$ cat config.mk
export PLATFORM = sky130hd
export DESIGN_NAME = rx_pkt_reader
export DESIGN_NICKNAME = d
export VERILOG_FILES = /design/src/rtl/rx_pkt_reader.sv
export SDC_FILE = /design/constraint.sdc
export NUM_CORES = 1
export LEC_CHECK = 0
export CORE_MARGIN = 2
export CORE_UTILIZATION = 57
export CTS_CLUSTER_DIAMETER = 150
export DETAILED_ROUTE_END_ITERATION = 10
export HOLD_SLACK_MARGIN = 0.12
export PLACE_DENSITY = 0.9
export SLEW_MARGIN = 20
export SYNTH_ARGS = -nofsm -noshare
export SYNTH_HDL_FRONTEND = slang
export SYNTH_SLANG_ARGS = --single-unit
export TNS_END_PERCENT = 1
$ cat constraint.sdc
create_clock -name clk -period 4.7 [get_ports clk]
set_input_delay 0.705 -clock clk [delete_from_list [all_inputs] [get_ports clk]]
set_output_delay 0.705 -clock clk [all_outputs]
set_load 0.005 [all_outputs]
$ cat src/rtl/rx_pkt_reader.sv
// Read-side sequencer for the MAC Rx packet buffer: parses headers, streams
// payload words on a valid/ready port and releases buffer space to the writer.
module rx_pkt_reader #(
   parameter int ADDR_W    = 9,
   parameter int MAX_WORDS = 1200
) (
   input  logic              clk,
   input  logic              reset_n,
   input  logic [ADDR_W:0]   commited_wr_address,
   output logic [ADDR_W-1:0] rd_addr,
   input  logic [63:0]       rd_data,
   output logic [ADDR_W:0]   rd_addr_extended,
   input  logic              enable,
   output logic [63:0]       pkt_data,
   output logic [7:0]        pkt_keep,
   output logic              pkt_sof,
   output logic              pkt_eof,
   output logic [15:0]       pkt_len,
   output logic              pkt_valid,
   input  logic              pkt_ready,
   output logic [31:0]       pkt_count,
   output logic [15:0]       corrupt_count
);

   localparam int PW = ADDR_W + 1;

   typedef enum logic [2:0] {
      IDLE,
      HDR_WAIT,
      HDR_CAP,
      STREAM,
      RELEASE,
      CORRUPT
   } state_t;

   state_t            state_q;
   logic [PW-1:0]     s0_q;
   logic [PW-1:0]     s1_q;
   logic [PW-1:0]     c_q;
   logic [PW-1:0]     head_q;
   logic [PW-1:0]     ext_q;
   logic [PW-1:0]     rptr_q;
   logic [ADDR_W-1:0] rd_addr_q;
   logic [15:0]       nwords_q;
   logic [15:0]       left_q;
   logic [15:0]       beat_q;
   logic [15:0]       len_q;
   logic [7:0]        lkeep_q;
   logic              req_q;
   logic              vld_q;
   logic [63:0]       fifo_q [4];
   logic [1:0]        wp_q;
   logic [1:0]        rp_q;
   logic [2:0]        cnt_q;
   logic [31:0]       pcnt_q;
   logic [15:0]       ccnt_q;

   logic [31:0]   hdr_bytes;
   logic [32:0]   hdr_words;
   logic [PW-1:0] avail;
   logic          hdr_bad;
   logic [2:0]    rem;
   logic [7:0]    keep_last;
   logic [3:0]    occ;
   logic          issue;
   logic          valid;
   logic          pop;
   logic          push;
   logic          last_beat;
   logic [PW-1:0] next_hdr;

   assign hdr_bytes = rd_data[63:32];
   assign hdr_words = ({1'b0, hdr_bytes} + 33'd7) >> 3;
   assign avail     = c_q - head_q - PW'(1);
   assign hdr_bad   = (hdr_bytes == 32'd0)
                   || (hdr_words > 33'(MAX_WORDS))
                   || (hdr_words > 33'(avail));
   assign rem       = hdr_bytes[2:0];
   assign keep_last = (rem == 3'd0) ? 8'hFF : ~(8'hFF << rem);

   // Reads in flight plus stored words never exceed the four entries,
   // which still lets the two-cycle read pipeline run at one word per clock.
   assign occ   = {1'b0, cnt_q} + {3'b0, vld_q} + {3'b0, req_q};
   assign issue = (state_q == STREAM) && (left_q != 16'd0) && (occ < 4'd4);

   assign valid     = (state_q == STREAM) && (cnt_q != 3'd0);
   assign pop       = valid && pkt_ready;
   assign push      = vld_q;
   assign last_beat = (beat_q == nwords_q - 16'd1);
   assign next_hdr  = head_q + nwords_q[PW-1:0] + PW'(1);

   assign pkt_valid        = valid;
   assign pkt_data         = valid ? fifo_q[rp_q] : 64'd0;
   assign pkt_sof          = valid && (beat_q == 16'd0);
   assign pkt_eof          = valid && last_beat;
   assign pkt_keep         = !valid ? 8'h00 : (last_beat ? lkeep_q : 8'hFF);
   assign pkt_len          = len_q;
   assign rd_addr          = rd_addr_q;
   assign rd_addr_extended = ext_q;
   assign pkt_count        = pcnt_q;
   assign corrupt_count    = ccnt_q;

   always_ff @(posedge clk or negedge reset_n) begin
      if (!reset_n) begin
         state_q   <= IDLE;
         s0_q      <= '0;
         s1_q      <= '0;
         c_q       <= '0;
         head_q    <= '0;
         ext_q     <= '0;
         rptr_q    <= '0;
         rd_addr_q <= '0;
         nwords_q  <= '0;
         left_q    <= '0;
         beat_q    <= '0;
         len_q     <= '0;
         lkeep_q   <= '0;
         req_q     <= 1'b0;
         vld_q     <= 1'b0;
         for (int i = 0; i < 4; i++) fifo_q[i] <= '0;
         wp_q      <= '0;
         rp_q      <= '0;
         cnt_q     <= '0;
         pcnt_q    <= '0;
         ccnt_q    <= '0;
      end else begin
         s0_q <= commited_wr_address;
         s1_q <= s0_q;
         if (s0_q == s1_q) c_q <= s1_q;

         req_q <= issue;
         vld_q <= req_q;
         if (issue) begin
            rd_addr_q <= rptr_q[ADDR_W-1:0];
            rptr_q    <= rptr_q + PW'(1);
            left_q    <= left_q - 16'd1;
         end

         if (push) begin
            fifo_q[wp_q] <= rd_data;
            wp_q         <= wp_q + 2'd1;
         end
         if (pop) begin
            rp_q   <= rp_q + 2'd1;
            beat_q <= beat_q + 16'd1;
         end
         cnt_q <= cnt_q + {2'b0, push} - {2'b0, pop};

         unique case (state_q)
            IDLE: begin
               if (enable && (c_q != head_q)) begin
                  rd_addr_q <= head_q[ADDR_W-1:0];
                  state_q   <= HDR_WAIT;
               end
            end
            HDR_WAIT: state_q <= HDR_CAP;
            HDR_CAP: begin
               if (hdr_bad) begin
                  state_q <= CORRUPT;
               end else begin
                  rptr_q   <= head_q + PW'(1);
                  left_q   <= hdr_words[15:0];
                  nwords_q <= hdr_words[15:0];
                  beat_q   <= '0;
                  len_q    <= hdr_bytes[15:0];
                  lkeep_q  <= keep_last;
                  state_q  <= STREAM;
               end
            end
            STREAM: begin
               if (pop && last_beat) state_q <= RELEASE;
            end
            RELEASE: begin
               ext_q   <= next_hdr;
               head_q  <= next_hdr;
               pcnt_q  <= pcnt_q + 32'd1;
               state_q <= IDLE;
            end
            CORRUPT: begin
               head_q <= c_q;
               ext_q  <= c_q;
               if (ccnt_q != 16'hFFFF) ccnt_q <= ccnt_q + 16'd1;
               state_q <= IDLE;
            end
            default: state_q <= IDLE;
         endcase
      end
   end

endmodule

==> results of run 1 <==
-- flip-flops by register name, summed over array words and instances, names as in the netlist, 2 cells and up --
name,flops
corrupt_count,16
rd_addr,9
left_q,16
rd_addr_extended,10
cnt_q,3
pkt_len,16
s1_q,10
rptr_q,9
beat_q,16
fifo_q,256
lkeep_q,8
c_q,10
nwords_q,16
rp_q,2
wp_q,2
pkt_count,32
state_q,3
s0_q,10
-- layout by cell type, fill, tap and decap left out, types with 6 or more instances in the layout --
cell type                           n
sky130_fd_sc_hd__nand2_1           91
sky130_fd_sc_hd__or3_1              6
sky130_fd_sc_hd__buf_12             8
sky130_fd_sc_hd__and2_1            79
sky130_fd_sc_hd__mux2i_1           33
sky130_fd_sc_hd__ha_1              46
sky130_fd_sc_hd__nand2b_1           8
sky130_fd_sc_hd__buf_4             29
sky130_fd_sc_hd__nor4_1            24
sky130_fd_sc_hd__xor2_1            53
sky130_fd_sc_hd__xnor2_1           95
sky130_fd_sc_hd__and3_1            26
sky130_fd_sc_hd__a211oi_1           7
sky130_fd_sc_hd__nand4_1           27
sky130_fd_sc_hd__clkinv_2          11
sky130_fd_sc_hd__nor3_1            29
sky130_fd_sc_hd__mux2_4            11
sky130_fd_sc_hd__mux4_2            64
sky130_fd_sc_hd__a21oi_1           30
sky130_fd_sc_hd__nor2_1            66
sky130_fd_sc_hd__o21ai_0           42
sky130_fd_sc_hd__clkbuf_16         48
sky130_fd_sc_hd__mux2_2           265
sky130_fd_sc_hd__clkbuf_1           8
sky130_fd_sc_hd__mux2_1            17
sky130_fd_sc_hd__a21o_1             6
sky130_fd_sc_hd__clkbuf_8          12
sky130_fd_sc_hd__dfrtp_1          443
sky130_fd_sc_hd__clkdlybuf4s50_1  234
sky130_fd_sc_hd__inv_1             49
sky130_fd_sc_hd__nand3_1           48
-- final timing paths --
path | start | to | slack [ns] | cells past startpoint
max in group asynchronous | reset_n | fifo_q[183] | 3.42 | 2
max reg2reg | rd_addr_extended[1] | rptr_q[4] | 0.30 | 18
min | reset_n | pkt_count[29] | 0.14 | 1
min reg2reg | req_q | push | 0.39 | 0
max | nwords_q[8] | pkt_keep[6] | 0.07 | 8
min in group clk | req_q | push | 0.39 | 0
-- kinds of logic (layout without fill, tap and decap cells) --
kind of cell    count (synthesis)  in the layout  synth area share [%]
xor+xnor                      148            148                  5.83
mux                           390            390                  23.0
buf+inv                       154            408                  3.08
fa+ha+maj                      49             49                  2.86
compound gates                131            131                  3.75
simple gates                  459            459                  11.3
flops                         446            446                  50.2
-- timing repair --
| item | 4_1_cts | 5_1_grt |
|---|---|---|
| endpoints found under the hold margin | 0 | 0 |
| endpoints found under the setup margin | 3 | 22 |
| gates resized for setup | 1 | 7 |
-- layer usage --
layer  global-route usage (%)  up-vias
li1                         -     6785
met1                     35.8     7861
met2                     46.3      534
met3                     6.35      124
met4                     10.3        0
met5                        0        -
-- synth_stat cells, drive strengths merged, types with 8 or more instances --
master and count:
nor2 67, nor4 28, ha 46, nand4 28, and3 27, and4 8, clkbuf 61, nand2b 8
xnor2 95, a21oi 34, buf 42, mux2i 33, nor3 29, mux2 293, o21ai 43, nand2 95
mux4 64, and2 79, inv 51, nand3 49, xor2 53, dfrtp 446
-- metrics by stage --
step / cells / hold slack [ns] / power (uW) / worst slack (ns)
floorplan: 1777 / 0.360 / 9350 / 0.469
global placement: 2464 / 0.372 / 11000 / 0.137
detailed placement: 2464 / 0.379 / 11400 / 0.0274
CTS: 2549 / 0.178 / 15200 / -0.118
global route: 2549 / 0.175 / 16000 / -0.0169
finish: 2549 / 0.136 / 15200 / 0.0687
-- layout make-up --
type,instances,area share [%]
timing repair buffer,272,10.2
tap,518,2.42
multi-input combinational,1177,39.0
clock inverter,17,0.747
inverter,51,0.714
clock buffer,68,5.21
sequential,446,41.7
-- power groups by stage --
stage                     Sequential (uW)  Combinational, uW  Clock [uW]
after floorplan                      5790               3560           0
after global placement               6080               4910           0
after detailed placement             6220               5130           0
after CTS                            6190               5190        3880
after global routing                 6370               5580        4040
final                                6190               5160        3820
==> results.sh, run 1 <==
export IMPL_route_met3_wl_mm=3.61
export IMPL_critical_path_top_delay_family="simple AND/OR/NAND/NOR gates"
export IMPL_synth_seq_area_share_pct=50.2
export IMPL_route_layer_met1_wl_mm=22.5
export IMPL_timing_worst_setup_path_type="reg -> out"
export IMPL_finalClockSkew_ns=0.0183
export IMPL_wl_per_cell_um=21.7
export IMPL_ys_warn_count=0
export IMPL_yosys_most_used_dff="sky130_fd_sc_hd__dfrtp_1"
export IMPL_fin_area_um2=26800
export IMPL_netSwitchingFraction_pct=30.4
export IMPL_fp_dieH_um=201
export IMPL_grt_ovfl_total=0
export IMPL_grt_pass1_wl_mm=89.8
export IMPL_switching_power_uw=4620
export IMPL_finalSetupViolCount=0
export IMPL_detail_route_first_pass_iterations=5
export IMPL_clock_insertion_delay_worst_skew_ns=0.59
export IMPL_design_portCount=236
export IMPL_power_ir_vdd_worst_v=0.000337
export IMPL_antenna_diode_count=0
export IMPL_crit_path_top_delay_cell="sky130_fd_sc_hd__or4_4"
export IMPL_worst_endpoint_arrival_ns=3.93
export IMPL_critical_path_max_fanout=9
export IMPL_avgViaCountPerCell=6.00
export IMPL_placed_area_um2=25200
export IMPL_crit_required_ns=3.99
export IMPL_synth_enable_flop_cells=0
export IMPL_clockRootBuffer="sky130_fd_sc_hd__clkbuf_16"
export IMPL_syn_nets=1904
export IMPL_placement_rows=72
export IMPL_slew_limit_headroom_pct=26.5
export IMPL_yosysUniqueCellTypes=77
export IMPL_synth_cell_area_um2=22200
export IMPL_die_area_um2=40600
export IMPL_port_buffers=235
export IMPL_synth_async_sr_flop_share_pct=100
export IMPL_list_of_cells_traversed_by_the_critical_path="or4_4 > nor4_4 > mux2_1 > mux2i_1 > a21oi_2 > and3b_2 > a21oi_2 > clkdlybuf4s50_1"
export IMPL_finalMaxSlewViolations=0
export IMPL_maximum_number_of_pins_on_one_net_before_global_route_repair=103
export IMPL_area_sequential_um2=11200
export IMPL_synthesis_area_per_instance_um2=12.5
export IMPL_h_tree_depth=2
export IMPL_route_detailed_drc=0
export IMPL_endpoint_kind="primary output"
export IMPL_area_taken_by_multi_input_logic_gates_um2=10500
export IMPL_cts_num_sinks=446
export IMPL_floorplan_die_width_um=201
export IMPL_cp_slowest_stage_delay_ns=0.60
export IMPL_drt_iter0_drc=892
export IMPL_final_net_count=2122
export IMPL_postCtsHoldBufs=0
export IMPL_post_route_setup_tns_ns=0
export IMPL_starting_density_pct=57.7
export IMPL_share_clk_of_total_power_pct=25.2
export IMPL_pwr_share_comb_pct=34.0
export IMPL_tritoncts="done"
export IMPL_dp_hpwl_mm=37.1
export IMPL_min_period_ns=4.63
export IMPL_ys_ff_latch=446
export IMPL_pwr_share_seq_pct=40.8
export IMPL_numCtsBuffers=47
export IMPL_synth_largest_type_area_fraction_pct=50.2
export IMPL_area_growth_syn_to_layout_pct=20.5
export IMPL_worstHoldPathType="in -> async"
export IMPL_postLayoutCoreUtil_pct=69.5
export IMPL_power_internal_uw=10600
export IMPL_startpoint_type="flip-flop"
export IMPL_layout_drive_gt1_share_pct=24.0
export IMPL_gp_congestion=0.870
export IMPL_wirelength_mm=55.4
export IMPL_postCtsSetupBuffers=0
export IMPL_detailroute_wirelength_met2_mm=27.5
export IMPL_design_core_area_um2=38600
export IMPL_finalCritPeriodShare_pct=98.5
export IMPL_clkSlewWorstSetupHoldPaths_ns=0.06
export IMPL_post_synth_inst_count=1777
export IMPL_cell_taking_the_most_area_after_synthesis="sky130_fd_sc_hd__dfrtp_1"
export IMPL_leakage_uw=0.0114
export IMPL_cpMostUsedCell="sky130_fd_sc_hd__a21oi_2"
export IMPL_via_count=15300
export IMPL_number_of_failing_hold_endpoints_at_the_final_stage=0
export IMPL_buffers_and_inverters_on_the_worst_path=1
export IMPL_n_fill_cell=2600
export IMPL_max_cap_viol_count=0
export IMPL_antenna_violating_nets_post_route=0
export IMPL_grt_pass1_vias=16300
export IMPL_p_per_area_nw_per_um2=566
export IMPL_highest_metal_layer_used_by_the_detailed_router="met4"
export IMPL_max_slew_worst_pin_slew_ns=1.10
export IMPL_antenna_found_initial=0
export IMPL_groute_usage_overall_pct=27.8
export IMPL_ctsLongestPathBuffers=3
export IMPL_synthTopCellsByArea="sky130_fd_sc_hd__dfrtp_1, sky130_fd_sc_hd__mux2_2, sky130_fd_sc_hd__mux4_2"
export IMPL_run_status="finished clean"
export IMPL_achievable_frequency_mhz=216
(Power assumes the default switching activity.)
==> run 2, diff against run 1 <==
--- a/config.mk
+++ b/config.mk
@@ -6,11 +6,11 @@
 export NUM_CORES = 1
 export LEC_CHECK = 0
 export CORE_MARGIN = 2
-export CORE_UTILIZATION = 57
+export CORE_UTILIZATION = 25
 export CTS_CLUSTER_DIAMETER = 150
 export DETAILED_ROUTE_END_ITERATION = 10
 export HOLD_SLACK_MARGIN = 0.12
-export PLACE_DENSITY = 0.9
+export PLACE_DENSITY = 0.52
 export SLEW_MARGIN = 20
 export SYNTH_ARGS = -nofsm -noshare
 export SYNTH_HDL_FRONTEND = slang
==> results.sh, run 2 (synthesis results as in run 1) <==
export IMPL_dp_hpwl_mm=41.9
export IMPL_ctsLongestPathBuffers=3
export IMPL_starting_density_pct=25.2
export IMPL_grt_ovfl_total=0
export IMPL_n_fill_cell=8775
export IMPL_endpoint_kind="primary output"
export IMPL_critical_path_reg2reg_endpoint="lkeep_q[6]"
export IMPL_gp_congestion=0.848
export IMPL_pwr_share_comb_pct=32.4
export IMPL_buffers_and_inverters_on_the_worst_path=2
export IMPL_wl_per_cell_um=18.9
export IMPL_reg2reg_depth=18
export IMPL_route_detailed_drc=0
export IMPL_largest_register_ff_count=256
export IMPL_layout_common_cells="sky130_fd_sc_hd__dfrtp_1, sky130_fd_sc_hd__mux2_2, sky130_fd_sc_hd__clkdlybuf4s50_1"
export IMPL_layout_commonest_cell="sky130_fd_sc_hd__dfrtp_1"
export IMPL_critical_path_top_delay_family="simple AND/OR/NAND/NOR gates"
export IMPL_clock_insertion_delay_worst_skew_ns=0.61
export IMPL_critPathLaunch="nwords_q[1]"
export IMPL_antenna_violating_nets_post_route=0
export IMPL_layout_drive_gt1_share_pct=24.8
export IMPL_antenna_found_initial=4
export IMPL_share_clk_of_total_power_pct=28.2
export IMPL_worstHoldPathType="in -> async"
export IMPL_pwr_share_seq_pct=39.3
export IMPL_slew_limit_headroom_pct=38.0
export IMPL_endpoint_of_the_most_critical_setup_path="pkt_keep[6]"
export IMPL_crit_reg2reg_launch="rd_addr_extended[1]"
export IMPL_leakage_uw=0.0116
export IMPL_design_portCount=236
export IMPL_h_tree_depth=2
export IMPL_max_flop_register="fifo_q"
export IMPL_timing_worst_setup_path_type="reg -> out"
export IMPL_finalSetupViolCount=0
export IMPL_critical_path_max_fanout=9
export IMPL_min_period_ns=4.44
export IMPL_grt_pass1_wl_mm=94.5
export IMPL_setup_slack_of_the_critical_path_after_layout_ns=0.263
export IMPL_number_of_failing_hold_endpoints_at_the_final_stage=0
export IMPL_maximum_number_of_pins_on_one_net_before_global_route_repair=113
export IMPL_achievable_frequency_mhz=225
export IMPL_placement_rows=109
export IMPL_die_area_um2=91300
export IMPL_via_count=14900
export IMPL_clockRootBuffer="sky130_fd_sc_hd__clkbuf_16"
export IMPL_grt_pass1_vias=15900
export IMPL_critical_path_cell_count=9
export IMPL_preCtsSetupSlack_ns=-0.0365
export IMPL_rsz0062_at_grt="false"
export IMPL_finalMaxSlewViolations=0
export IMPL_floorplan_die_width_um=302
export IMPL_list_of_cells_traversed_by_the_critical_path="or3_4 > nor4_4 > mux2_1 > mux2i_1 > a21oi_2 > and3b_2 > a21oi_1 > buf_4 > clkdlybuf4s50_1"
export IMPL_crit_path_top_delay_cell="sky130_fd_sc_hd__clkdlybuf4s50_1"
export IMPL_design_core_area_um2=88200
export IMPL_finalCritPeriodShare_pct=94.4
export IMPL_p_per_area_nw_per_um2=561
export IMPL_clkSlewWorstSetupHoldPaths_ns=0.06
export IMPL_startpoint_type="flip-flop"
export IMPL_cts_num_sinks=446
export IMPL_max_slew_worst_pin_slew_ns=0.927
export IMPL_numCtsBuffers=55
export IMPL_area_growth_syn_to_layout_pct=26.0
export IMPL_run_status="finished clean"
export IMPL_placed_area_um2=26100
export IMPL_wirelength_mm=60.9
export IMPL_cp_slowest_stage_delay_ns=0.51
export IMPL_detail_route_first_pass_iterations=5
export IMPL_postLayoutCoreUtil_pct=31.7
export IMPL_port_buffers=235
export IMPL_placed_cells_incl_taps=3123
export IMPL_instances_no_fill=3223
export IMPL_crit_required_ns=3.99
export IMPL_switching_power_uw=4720
export IMPL_netSwitchingFraction_pct=30.0
export IMPL_drt_iter0_drc=718
export IMPL_final_net_count=2142
export IMPL_groute_usage_overall_pct=13.3
export IMPL_max_cap_viol_count=0
export IMPL_fp_dieH_um=302
export IMPL_r2r_setup_slack_ns=0.31
export IMPL_tritoncts="done"
export IMPL_fin_area_um2=28000
export IMPL_power_internal_uw=11000
export IMPL_power_ir_vdd_worst_v=0.000286
export IMPL_finalClockSkew_ns=0.0220
export IMPL_worst_endpoint_arrival_ns=3.73
export IMPL_avgViaCountPerCell=4.62
## run 2: cell types whose count changed in the layout (fill, tap and decap cells not counted), sizes merged
cell	previous run	this run
buf	38	50
bufinv	4	7
clkbuf	68	78
clkinv	12	10
diode	0	4
## run 2: final cells by class
cell class / count / area, um2 / area share (%)
timing repair buffer: 284 / 2830 / 10.1
sequential: 446 / 11200 / 39.9
inverter: 51 / 191 / 0.683
tap: 1165 / 1460 / 5.20
antenna: 4 / 10.0 / 0.0357
multi-input combinational: 1177 / 10500 / 37.3
clock buffer: 78 / 1590 / 5.69
clock inverter: 18 / 312 / 1.11
## run 2: what timing repair did
item | CTS | global route
hold buffers | 0 | 0
buffers inserted | 0 | 0
setup endpoints to repair | 0 | 26
endpoints found under the hold margin | 0 | 0
resized for setup | 0 | 9
## run 2: worst min path at each step
stage / slack (ns) / endpoint / depth (start not counted)
floorplan: 0.36 / push / 0
CTS: 0.20 / fifo_q[247] / 1
global route: 0.25 / fifo_q[242] / 1
global placement: 0.38 / push / 0
detailed placement: 0.38 / push / 0
finish: 0.18 / fifo_q[114] / 1
## run 2: metrics by stage
| stage | setup TNS, ns | hold slack, ns | power [uW] |
|---|---|---|---|
| 6_report | 0 | 0.183 | 15700 |
| 3_5_place_dp | -0.0786 | 0.375 | 11500 |
| 2_1_floorplan | 0 | 0.360 | 9350 |
| 5_1_grt | 0 | 0.249 | 16700 |
| 3_3_place_gp | 0 | 0.382 | 11200 |
| 4_1_cts | 0 | 0.198 | 16000 |
## run 2: per-layer routing
metal | GRT usage [%] | share of wire, % | up-vias
met5 | 0 | 0.023 | -
met4 | 4.29 | 2.9 | 2
met3 | 2.22 | 4.0 | 100
met2 | 22.0 | 48 | 285
met1 | 17.7 | 45 | 7675
li1 | - | - | 6814
## run 2: power by group through the flow
| stage | clock, uW | combinational [uW] | sequential (uW) |
|---|---|---|---|
| finish | 4440 | 5100 | 6190 |
| detailed placement | 0 | 5180 | 6270 |
| CTS | 4590 | 5200 | 6210 |
| floorplan | 0 | 3560 | 5790 |
| global placement | 0 | 5060 | 6160 |
| global route | 4750 | 5590 | 6390 |
==> run 3, diff against run 2 <==
--- a/config.mk
+++ b/config.mk
@@ -8,6 +8,7 @@
 export CORE_MARGIN = 2
 export CORE_UTILIZATION = 25
 export CTS_CLUSTER_DIAMETER = 150
+export CTS_CLUSTER_SIZE = 20
 export DETAILED_ROUTE_END_ITERATION = 10
 export HOLD_SLACK_MARGIN = 0.12
 export PLACE_DENSITY = 0.52
==> results.sh, run 3 (synthesis results as in run 1) <==
export IMPL_slew_limit_headroom_pct=36.8
export IMPL_fp_dieH_um=302
export IMPL_grt_pass1_wl_mm=93.9
export IMPL_area_taken_by_multi_input_logic_gates_um2=10500
export IMPL_layout_common_cells="sky130_fd_sc_hd__dfrtp_1, sky130_fd_sc_hd__mux2_2, sky130_fd_sc_hd__clkdlybuf4s50_1"
export IMPL_port_buffers=235
export IMPL_final_net_count=2113
export IMPL_critical_path_max_fanout=9
export IMPL_floorplan_die_width_um=302
export IMPL_max_cap_viol_count=0
export IMPL_worstHoldPathType="in -> async"
export IMPL_fin_area_um2=26800
export IMPL_endpoint_kind="primary output"
export IMPL_clkSlewWorstSetupHoldPaths_ns=0.10
export IMPL_groute_usage_overall_pct=13.1
export IMPL_tritoncts="done"
export IMPL_layout_commonest_cell="sky130_fd_sc_hd__dfrtp_1"
export IMPL_hold_slack_ns=0.160
export IMPL_startpoint_type="flip-flop"
export IMPL_avgViaCountPerCell=4.63
export IMPL_grt_pass1_vias=15600
export IMPL_wirelength_mm=60.3
export IMPL_postCtsHoldBufs=0
export IMPL_cpMostUsedCell="sky130_fd_sc_hd__a21oi_2"
export IMPL_cts_num_sinks=446
export IMPL_max_flop_register="fifo_q"
export IMPL_dp_hpwl_mm=41.9
export IMPL_layout_drive_gt1_share_pct=22.8
export IMPL_starting_density_pct=25.2
export IMPL_clock_insertion_delay_worst_skew_ns=0.63
export IMPL_detail_route_first_pass_iterations=5
export IMPL_ctsLongestPathBuffers=3
export IMPL_crit_path_top_delay_cell="sky130_fd_sc_hd__clkdlybuf4s50_1"
export IMPL_worst_endpoint_arrival_ns=3.74
export IMPL_leakage_uw=0.0110
export IMPL_h_tree_depth=1
export IMPL_die_area_um2=91300
export IMPL_list_of_cells_traversed_by_the_critical_path="or3_4 > nor4_4 > mux2_1 > mux2i_1 > a21oi_2 > and3b_2 > a21oi_2 > buf_4 > clkdlybuf4s50_1"
export IMPL_gp_congestion=0.848
export IMPL_maximum_number_of_pins_on_one_net_before_global_route_repair=113
export IMPL_number_of_failing_hold_endpoints_at_the_final_stage=0
export IMPL_antenna_violating_nets_post_route=0
export IMPL_power_ir_vdd_worst_v=0.000298
export IMPL_finalClockSkew_ns=0.0493
export IMPL_numCtsBuffers=26
export IMPL_min_period_ns=4.45
export IMPL_antenna_found_initial=5
export IMPL_clockRootBuffer="sky130_fd_sc_hd__clkbuf_16"
export IMPL_route_detailed_drc=0
export IMPL_cp_slowest_stage_delay_ns=0.52
export IMPL_achievable_frequency_mhz=225
export IMPL_design_core_area_um2=88200
export IMPL_area_sequential_um2=11200
export IMPL_post_route_setup_tns_ns=0
export IMPL_placement_rows=109
export IMPL_drt_iter0_drc=823
export IMPL_placed_area_um2=26100
export IMPL_max_slew_worst_pin_slew_ns=0.945
export IMPL_wl_per_cell_um=19.1
export IMPL_buffers_and_inverters_on_the_worst_path=2
export IMPL_via_count=14600
export IMPL_critical_path_top_delay_family="simple AND/OR/NAND/NOR gates"
export IMPL_p_per_area_nw_per_um2=509
export IMPL_postCtsSetupBuffers=0
export IMPL_timing_worst_setup_path_type="reg -> out"
export IMPL_crit_required_ns=3.99
export IMPL_run_status="finished clean"
export IMPL_grt_ovfl_total=0
export IMPL_largest_register_ff_count=256
export IMPL_n_fill_cell=8875
export IMPL_area_growth_syn_to_layout_pct=20.6
export IMPL_finalSetupViolCount=0
export IMPL_finalCritPeriodShare_pct=94.6
export IMPL_finalMaxSlewViolations=0
export IMPL_design_portCount=236
## run 3: cell types whose count changed in the layout (fill, tap and decap cells not counted), moves of 4 or more
cell / previous run / this run
sky130_fd_sc_hd__clkinv_4: 4 / 0
sky130_fd_sc_hd__bufinv_16: 7 / 0
sky130_fd_sc_hd__clkinv_2: 5 / 0
sky130_fd_sc_hd__clkbuf_8: 11 / 0
sky130_fd_sc_hd__clkbuf_16: 56 / 26
sky130_fd_sc_hd__clkbuf_1: 11 / 1
## run 3: cell type report
cell class	instances	area share (%)
antenna	3	0.0280
clock buffer	27	2.44
clock inverter	2	0.173
inverter	51	0.714
multi-input combinational	1177	39.0
sequential	446	41.7
tap	1165	5.44
timing repair buffer	284	10.5
## run 3: metrics by stage
stage,util [%],cells,power (uW),setup slack (ns)
global placement,29.5,3123,11200,0.131
detailed placement,29.5,3123,11500,-0.0365
finish,30.4,3155,13600,0.253
global route,30.4,3155,14600,-0.0118
CTS,30.3,3152,13900,0.00444
floorplan,-,1777,9350,0.469
## run 3: layer usage
layer	routed length, um	track usage [%]	part of all wire, %
met1	27400	17.7	45
met2	29300	22.1	49
met3	2380	1.82	3.9
met4	1250	3.41	2.1
met5	14	0	0.023
## run 3: final timing paths
| check | slack [ns] | depth (start not counted) | startpoint | endpoint |
|---|---|---|---|---|
| max in group asynchronous | 3.22 | 2 | reset_n | nwords_q[7] |
| min in group clk | 0.39 | 0 | s0_q[9] | s1_q[9] |
| worst min-delay path | 0.16 | 1 | reset_n | fifo_q[114] |
| worst min register to register | 0.39 | 0 | s0_q[9] | s1_q[9] |
| worst max register to register | 0.30 | 18 | rd_addr_extended[1] | nwords_q[3] |
| worst max-delay path | 0.25 | 9 | nwords_q[1] | pkt_keep[6] |
## run 3: repair_timing
item / in CTS / in global routing
gates resized for setup: 1 / 9
pin swaps: 0 / 3
setup endpoints to repair: 2 / 25
## run 3: worst register-to-register path, stage by stage, from the launching register on
cell and delay, ns:
sky130_fd_sc_hd__dfrtp_1 0.39, sky130_fd_sc_hd__inv_1 0.11, sky130_fd_sc_hd__ha_1 0.26, sky130_fd_sc_hd__a21o_1 0.18, sky130_fd_sc_hd__a21oi_1 0.21, sky130_fd_sc_hd__o21bai_1 0.10, sky130_fd_sc_hd__a21oi_1 0.21, sky130_fd_sc_hd__o21ai_0 0.20
sky130_fd_sc_hd__or4_1 0.42, sky130_fd_sc_hd__and3_1 0.20, sky130_fd_sc_hd__ha_1 0.30, sky130_fd_sc_hd__nand2_1 0.08, sky130_fd_sc_hd__nor3_1 0.27, sky130_fd_sc_hd__a211o_1 0.14, sky130_fd_sc_hd__o221ai_1 0.11, sky130_fd_sc_hd__nor4_2 0.29
sky130_fd_sc_hd__and3_2 0.28, sky130_fd_sc_hd__buf_12 0.17, sky130_fd_sc_hd__mux2_2 0.35
## run 3: power by group
part           leakage, uW  switching, uW  internal, uW  total [uW]
clock network     0.000340           1360          1010        2370
registers          0.00539            972          5200        6170
logic              0.00532           2040          3060        5110
